[src/rtl/enc_pkg.sv]
// Shared types and constants for the serial 8-to-3 encoder.
// Holds the FSM state enum and the popcount used for merge accounting.
package enc_pkg;

    localparam int ENC_W     = 3;
    localparam int REQ_W     = 8;
    localparam int MERGE_MAX = 255;

    typedef enum logic {
        IDLE,
        HOLD
    } state_t;

    function automatic logic [3:0] popcount8(input logic [REQ_W-1:0] v);
        logic [3:0] c;
        c = '0;
        for (int i = 0; i < REQ_W; i++) begin
            c = c + 4'(v[i]);
        end
        return c;
    endfunction

endpackage

[src/rtl/prio_enc8.sv]
// Combinational 8-to-3 priority encoder.
// PRIO_HIGH=1 lets bit 7 win; PRIO_HIGH=0 lets bit 0 win.
module prio_enc8
    import enc_pkg::*;
#(
    parameter int PRIO_HIGH = 1
) (
    input  logic [REQ_W-1:0] req,
    output logic [ENC_W-1:0] idx,
    output logic             any
);

    // The last set bit visited by the loop wins, so loop direction sets priority.
    always_comb begin
        idx = '0;
        any = |req;
        if (PRIO_HIGH != 0) begin
            for (int i = 0; i < REQ_W; i++) begin
                if (req[i]) idx = ENC_W'(i);
            end
        end else begin
            for (int i = REQ_W - 1; i >= 0; i--) begin
                if (req[i]) idx = ENC_W'(i);
            end
        end
    end

endmodule

[src/rtl/enc8to3_serial.sv]
// Sequential 8-to-3 encoder: accumulates request strobes in a pending vector
// and hands out one index per valid/ready transfer in priority order.
module enc8to3_serial
    import enc_pkg::*;
#(
    parameter int PRIO_HIGH = 1
) (
    input  logic             clk,
    input  logic             rst,
    input  logic [REQ_W-1:0] in,
    input  logic             en,
    output logic [ENC_W-1:0] out,
    output logic             out_vld,
    input  logic             out_rdy,
    output logic [REQ_W-1:0] pend,
    output logic [7:0]       merge_cnt
);

    state_t           state, state_nxt;
    logic [ENC_W-1:0] sel_idx, out_nxt;
    logic             sel_any, out_vld_nxt, load;
    logic [REQ_W-1:0] load_mask, held_mask, req, merged, pend_nxt;
    logic [8:0]       merge_sum;
    logic [7:0]       merge_nxt;

    prio_enc8 #(
        .PRIO_HIGH(PRIO_HIGH)
    ) u_prio (
        .req(pend),
        .idx(sel_idx),
        .any(sel_any)
    );

    always_ff @(posedge clk or posedge rst) begin
        if (rst) begin
            state     <= IDLE;
            out       <= '0;
            out_vld   <= 1'b0;
            pend      <= '0;
            merge_cnt <= '0;
        end else begin
            state     <= state_nxt;
            out       <= out_nxt;
            out_vld   <= out_vld_nxt;
            pend      <= pend_nxt;
            merge_cnt <= merge_nxt;
        end
    end

    always_comb begin
        state_nxt   = state;
        out_nxt     = out;
        out_vld_nxt = out_vld;
        load        = 1'b0;
        case (state)
            IDLE: begin
                out_vld_nxt = 1'b0;
                if (sel_any) begin
                    load        = 1'b1;
                    out_nxt     = sel_idx;
                    out_vld_nxt = 1'b1;
                    state_nxt   = HOLD;
                end
            end
            HOLD: begin
                if (out_rdy) begin
                    if (sel_any) begin
                        load    = 1'b1;
                        out_nxt = sel_idx;
                    end else begin
                        out_vld_nxt = 1'b0;
                        state_nxt   = IDLE;
                    end
                end
            end
            default: begin
                out_vld_nxt = 1'b0;
                state_nxt   = IDLE;
            end
        endcase
    end

    // A re-request of the bit being loaded re-arms it (set wins) and is not a merge;
    // a re-request of the presented index is absorbed as a merge.
    always_comb begin
        load_mask = load ? (REQ_W'(1) << sel_idx) : '0;
        held_mask = out_vld ? (REQ_W'(1) << out) : '0;
        req       = en ? in : '0;
        merged    = req & ((pend & ~load_mask) | held_mask);
        pend_nxt  = (pend & ~load_mask) | (req & ~held_mask);
        merge_sum = {1'b0, merge_cnt} + 9'(popcount8(merged));
        merge_nxt = (merge_sum > 9'(MERGE_MAX)) ? 8'(MERGE_MAX) : merge_sum[7:0];
    end

endmodule

[config.mk]
export PLATFORM = sky130hd
export DESIGN_NAME = enc8to3_serial
export DESIGN_NICKNAME = d
export VERILOG_FILES = /design/src/rtl/enc_pkg.sv /design/src/rtl/prio_enc8.sv /design/src/rtl/enc8to3_serial.sv
export SDC_FILE = /design/constraint.sdc
export NUM_CORES = 1
export LEC_CHECK = 0
export CAP_MARGIN = 20
export CORE_ASPECT_RATIO = 1.25
export CORE_MARGIN = 3
export CORE_UTILIZATION = 38
export DETAILED_ROUTE_END_ITERATION = 10
export GPL_ROUTABILITY_DRIVEN = 0
export PLACE_DENSITY = 0.73
export SYNTH_ARGS = -nofsm -noshare
export SYNTH_HDL_FRONTEND = slang
export SYNTH_SLANG_ARGS = --single-unit
[constraint.sdc]
create_clock -name clk -period 4.81 [get_ports clk]
set_input_delay 0.7215 -clock clk [delete_from_list [all_inputs] [get_ports clk]]
set_output_delay 0.7215 -clock clk [all_outputs]
set_load 0.02 [all_outputs]
==> run metrics <==
top cells by count, synth=nand2_1 (23), dfrtp_1 (21), inv_1 (11), nand3_1 (11); Rows=23; Pleak=0.780 nW; top cells by area, synth=dfrtp_1 (39%), fa_1 (7.5%), nand2_1 (6.5%); wire per inst=15.7 um; Final HPWL DP=2.77 mm; chip height=72.3 um; Mapped Cells=149; Pwr Density=529 nW/um^2; I/O pins=32; crit-path max FO=4; Core Footprint=3280 um^2; Setup violations, final=0; Reg2Reg Depth=16; Net Sw Power=0.000409 W; Synth area leader=dfrtp_1; worst hold start=state$_DFF_PP0_; Slew @ Worst Pin=0.835 ns; outcome=completed; Period minus WS final=4.63 ns; RSZ-0062 raised after global routing=no; Arrival @ worst endpoint=4.78 ns; Final Core Density=54.9%; Post-synth EDFFs=0; Hold Path Sink=out_vld$_DFFE_PP0P_; die area=4270 um^2; count of final hold-check violations=0; Worst setup SP type=input port; Int Power=0.000544 W; CTS tree=yes; vias in the first global route=1273; Worst slew margin=44.2%; # hold bufs at CTS=0; Via density=5.71; worst hold path depth=1; sequential power share=32.3%; share of cells above drive strength 1=10.7%; Skew-Pair Late Insertion Delay=0.26 ns; Syn Std Cell Area=1340 um^2; remaining global-route overflow=0; Inserted Diodes=0; Buffers on Ports=31; top-count cell post-synth=nand2_1; fmax=0.216 GHz; maximum vdd drop=0.352 mV; drt drc=0; crit share post-route=96.2%; Post-Syn Nets=172; post-synthesis sequential area ratio=39.3%; clock sink count=21; Crit Reg-Reg Endpoint=merge_cnt[6]$_DFF_PP0_; Final nets=211; H-tree Lvls=1; Hold WS=0.555 ns; Layout area overhead=34.7%; Worst EP required=4.96 ns; total vias in the final route=1279; flop2flop setup slack=0.28 ns; combinational power share=55.5%; GRT Util Overall=17.3%; ANT nets after route=0; R2R Path Start=pend[5]$_DFF_PP0_; synthesized flop and latch total=21; HP Class=flip-flop to flip-flop; max-slew violations=0; Max Cap Violations=0; Post-synth ARST share=100%; instance area at placement=1730 um^2; Initial Utilization=40.7%; initial antenna violation count=0; crit path capture type=flip-flop; Synth top area share=39.3%; die span in x=59.0 um; Clk pwr share=12.2%; Clock Skew=0.00366 ns; Longest Clk Path Bufs=2; drt total wl=3.53 mm; Synth cell types=34; total CTS buffers=3; drt first pass iters=4; Sw Share=42.9%; pin count of the biggest net entering global routing=22; Crit Path Class=input port to flip-flop; clock root buffer master=clkbuf_8; Synth Flop Type=dfrtp_1; syn avg cell area=8.97 um^2; post-route cell area=1800 um^2; global-route wire length before repair=5.80 mm; Synthesis Warnings=0; Clock transition at path regs=0.08 ns; DRT iter0 DRCs=43
-- registers in the layout, indices dropped and copies added (netlist names) --
register	cells
out_vld	1
state	1
merge_cnt	8
out	3
pend	8
-- layer usage --
metal / wire length (um) / global-route usage [%] / share of wire [%]
met5: 0 / 0 / 0
met2: 1870 / 31.8 / 53
met3: 180 / 2.85 / 5.1
met4: 49 / 4.79 / 1.4
met1: 1430 / 20.3 / 41
-- worst max-delay path by stage --
stage          cells after the start               from                endpoint
2_1_floorplan                     16  pend[5]$_DFF_PP0_  merge_cnt[6]$_DFF_PP0_
3_3_place_gp                      17            out_rdy  merge_cnt[6]$_DFF_PP0_
3_5_place_dp                      17            out_rdy  merge_cnt[6]$_DFF_PP0_
4_1_cts                           17            out_rdy  merge_cnt[6]$_DFF_PP0_
5_1_grt                           18            out_rdy  merge_cnt[4]$_DFF_PP0_
6_report                          17            out_rdy  merge_cnt[6]$_DFF_PP0_
-- layout by cell type, fill, tap and decap left out, types with 2 or more instances in the layout --
master and n:
clkdlybuf4s50_1 31, nand2_1 23, dfrtp_1 21, inv_1 11, nand3_1 11, a21oi_1 10, nor2_1 10, o21ai_0 8
nand2b_1 7, ha_1 6, buf_4 6, nor2b_1 4, o311ai_0 3, o21a_1 3, fa_1 3, clkbuf_8 3
or3_1 2, o21ai_1 2, fa_2 2
-- power by group through the flow --
stage / Combinational [W] / Clock [W] / Sequential, W
final: 0.000529 / 0.000116 / 0.000308
after global routing: 0.000583 / 0.000125 / 0.000318
after CTS: 0.000520 / 0.000119 / 0.000306
after detailed placement: 0.000516 / 0 / 0.000308
after global placement: 0.000495 / 0 / 0.000304
after floorplan: 0.000266 / 0 / 0.000346
-- per-stage QoR --
step | power (W) | TNS (ns) | std cells | setup slack, ns
after floorplan | 0.000612 | 0 | 149 | 0.356
after global placement | 0.000800 | -0.457 | 220 | -0.159
after detailed placement | 0.000824 | -1.18 | 220 | -0.266
after CTS | 0.000945 | 0 | 224 | 0.00428
after global routing | 0.00103 | 0 | 224 | 0.00152
final | 0.000953 | 0 | 224 | 0.181
-- cells by family (layout without fill, tap and decap cells) --
logic type / after synthesis / count (layout) / share of synthesized area (%)
AO/OA/AOI/OAI: 36 / 36 / 17.1
XOR/XNOR: 1 / 1 / 0.656
adder cells (fa/ha/maj): 11 / 11 / 13.1
buffers and inverters: 14 / 52 / 3.93
flip-flops: 21 / 21 / 39.3
multiplexers: 1 / 1 / 0.843
AND/OR/NAND/NOR: 65 / 65 / 25.0
-- worst max-delay path: stages --
cell	delay, ns
clkdlybuf4s50_1	0.49
nand2b_4	0.14
nand2_1	0.08
o21ai_1	0.20
a21oi_1	0.12
fa_1	0.48
inv_1	0.05
fa_1	0.53
inv_1	0.05
fa_1	0.51
fa_2	0.22
inv_1	0.06
fa_2	0.35
nand2b_1	0.17
o2bb2ai_2	0.14
nor2_1	0.13
mux2_2	0.34
-- repair_timing --
action / CTS / global route
buffers inserted: 0 / 0
endpoints found under the setup margin: 0 / 8
hold endpoints to repair: 0 / 0
resized for setup: 0 / 6
-- area by class of cell --
class	instances	area, um^2
sequential	21	526
timing repair buffer	37	355
tap	37	46.3
clock buffer	4	45.0
multi-input combinational	114	787
fill	304	1480
inverter	11	41.3
Power figures use the tool's default switching activity.
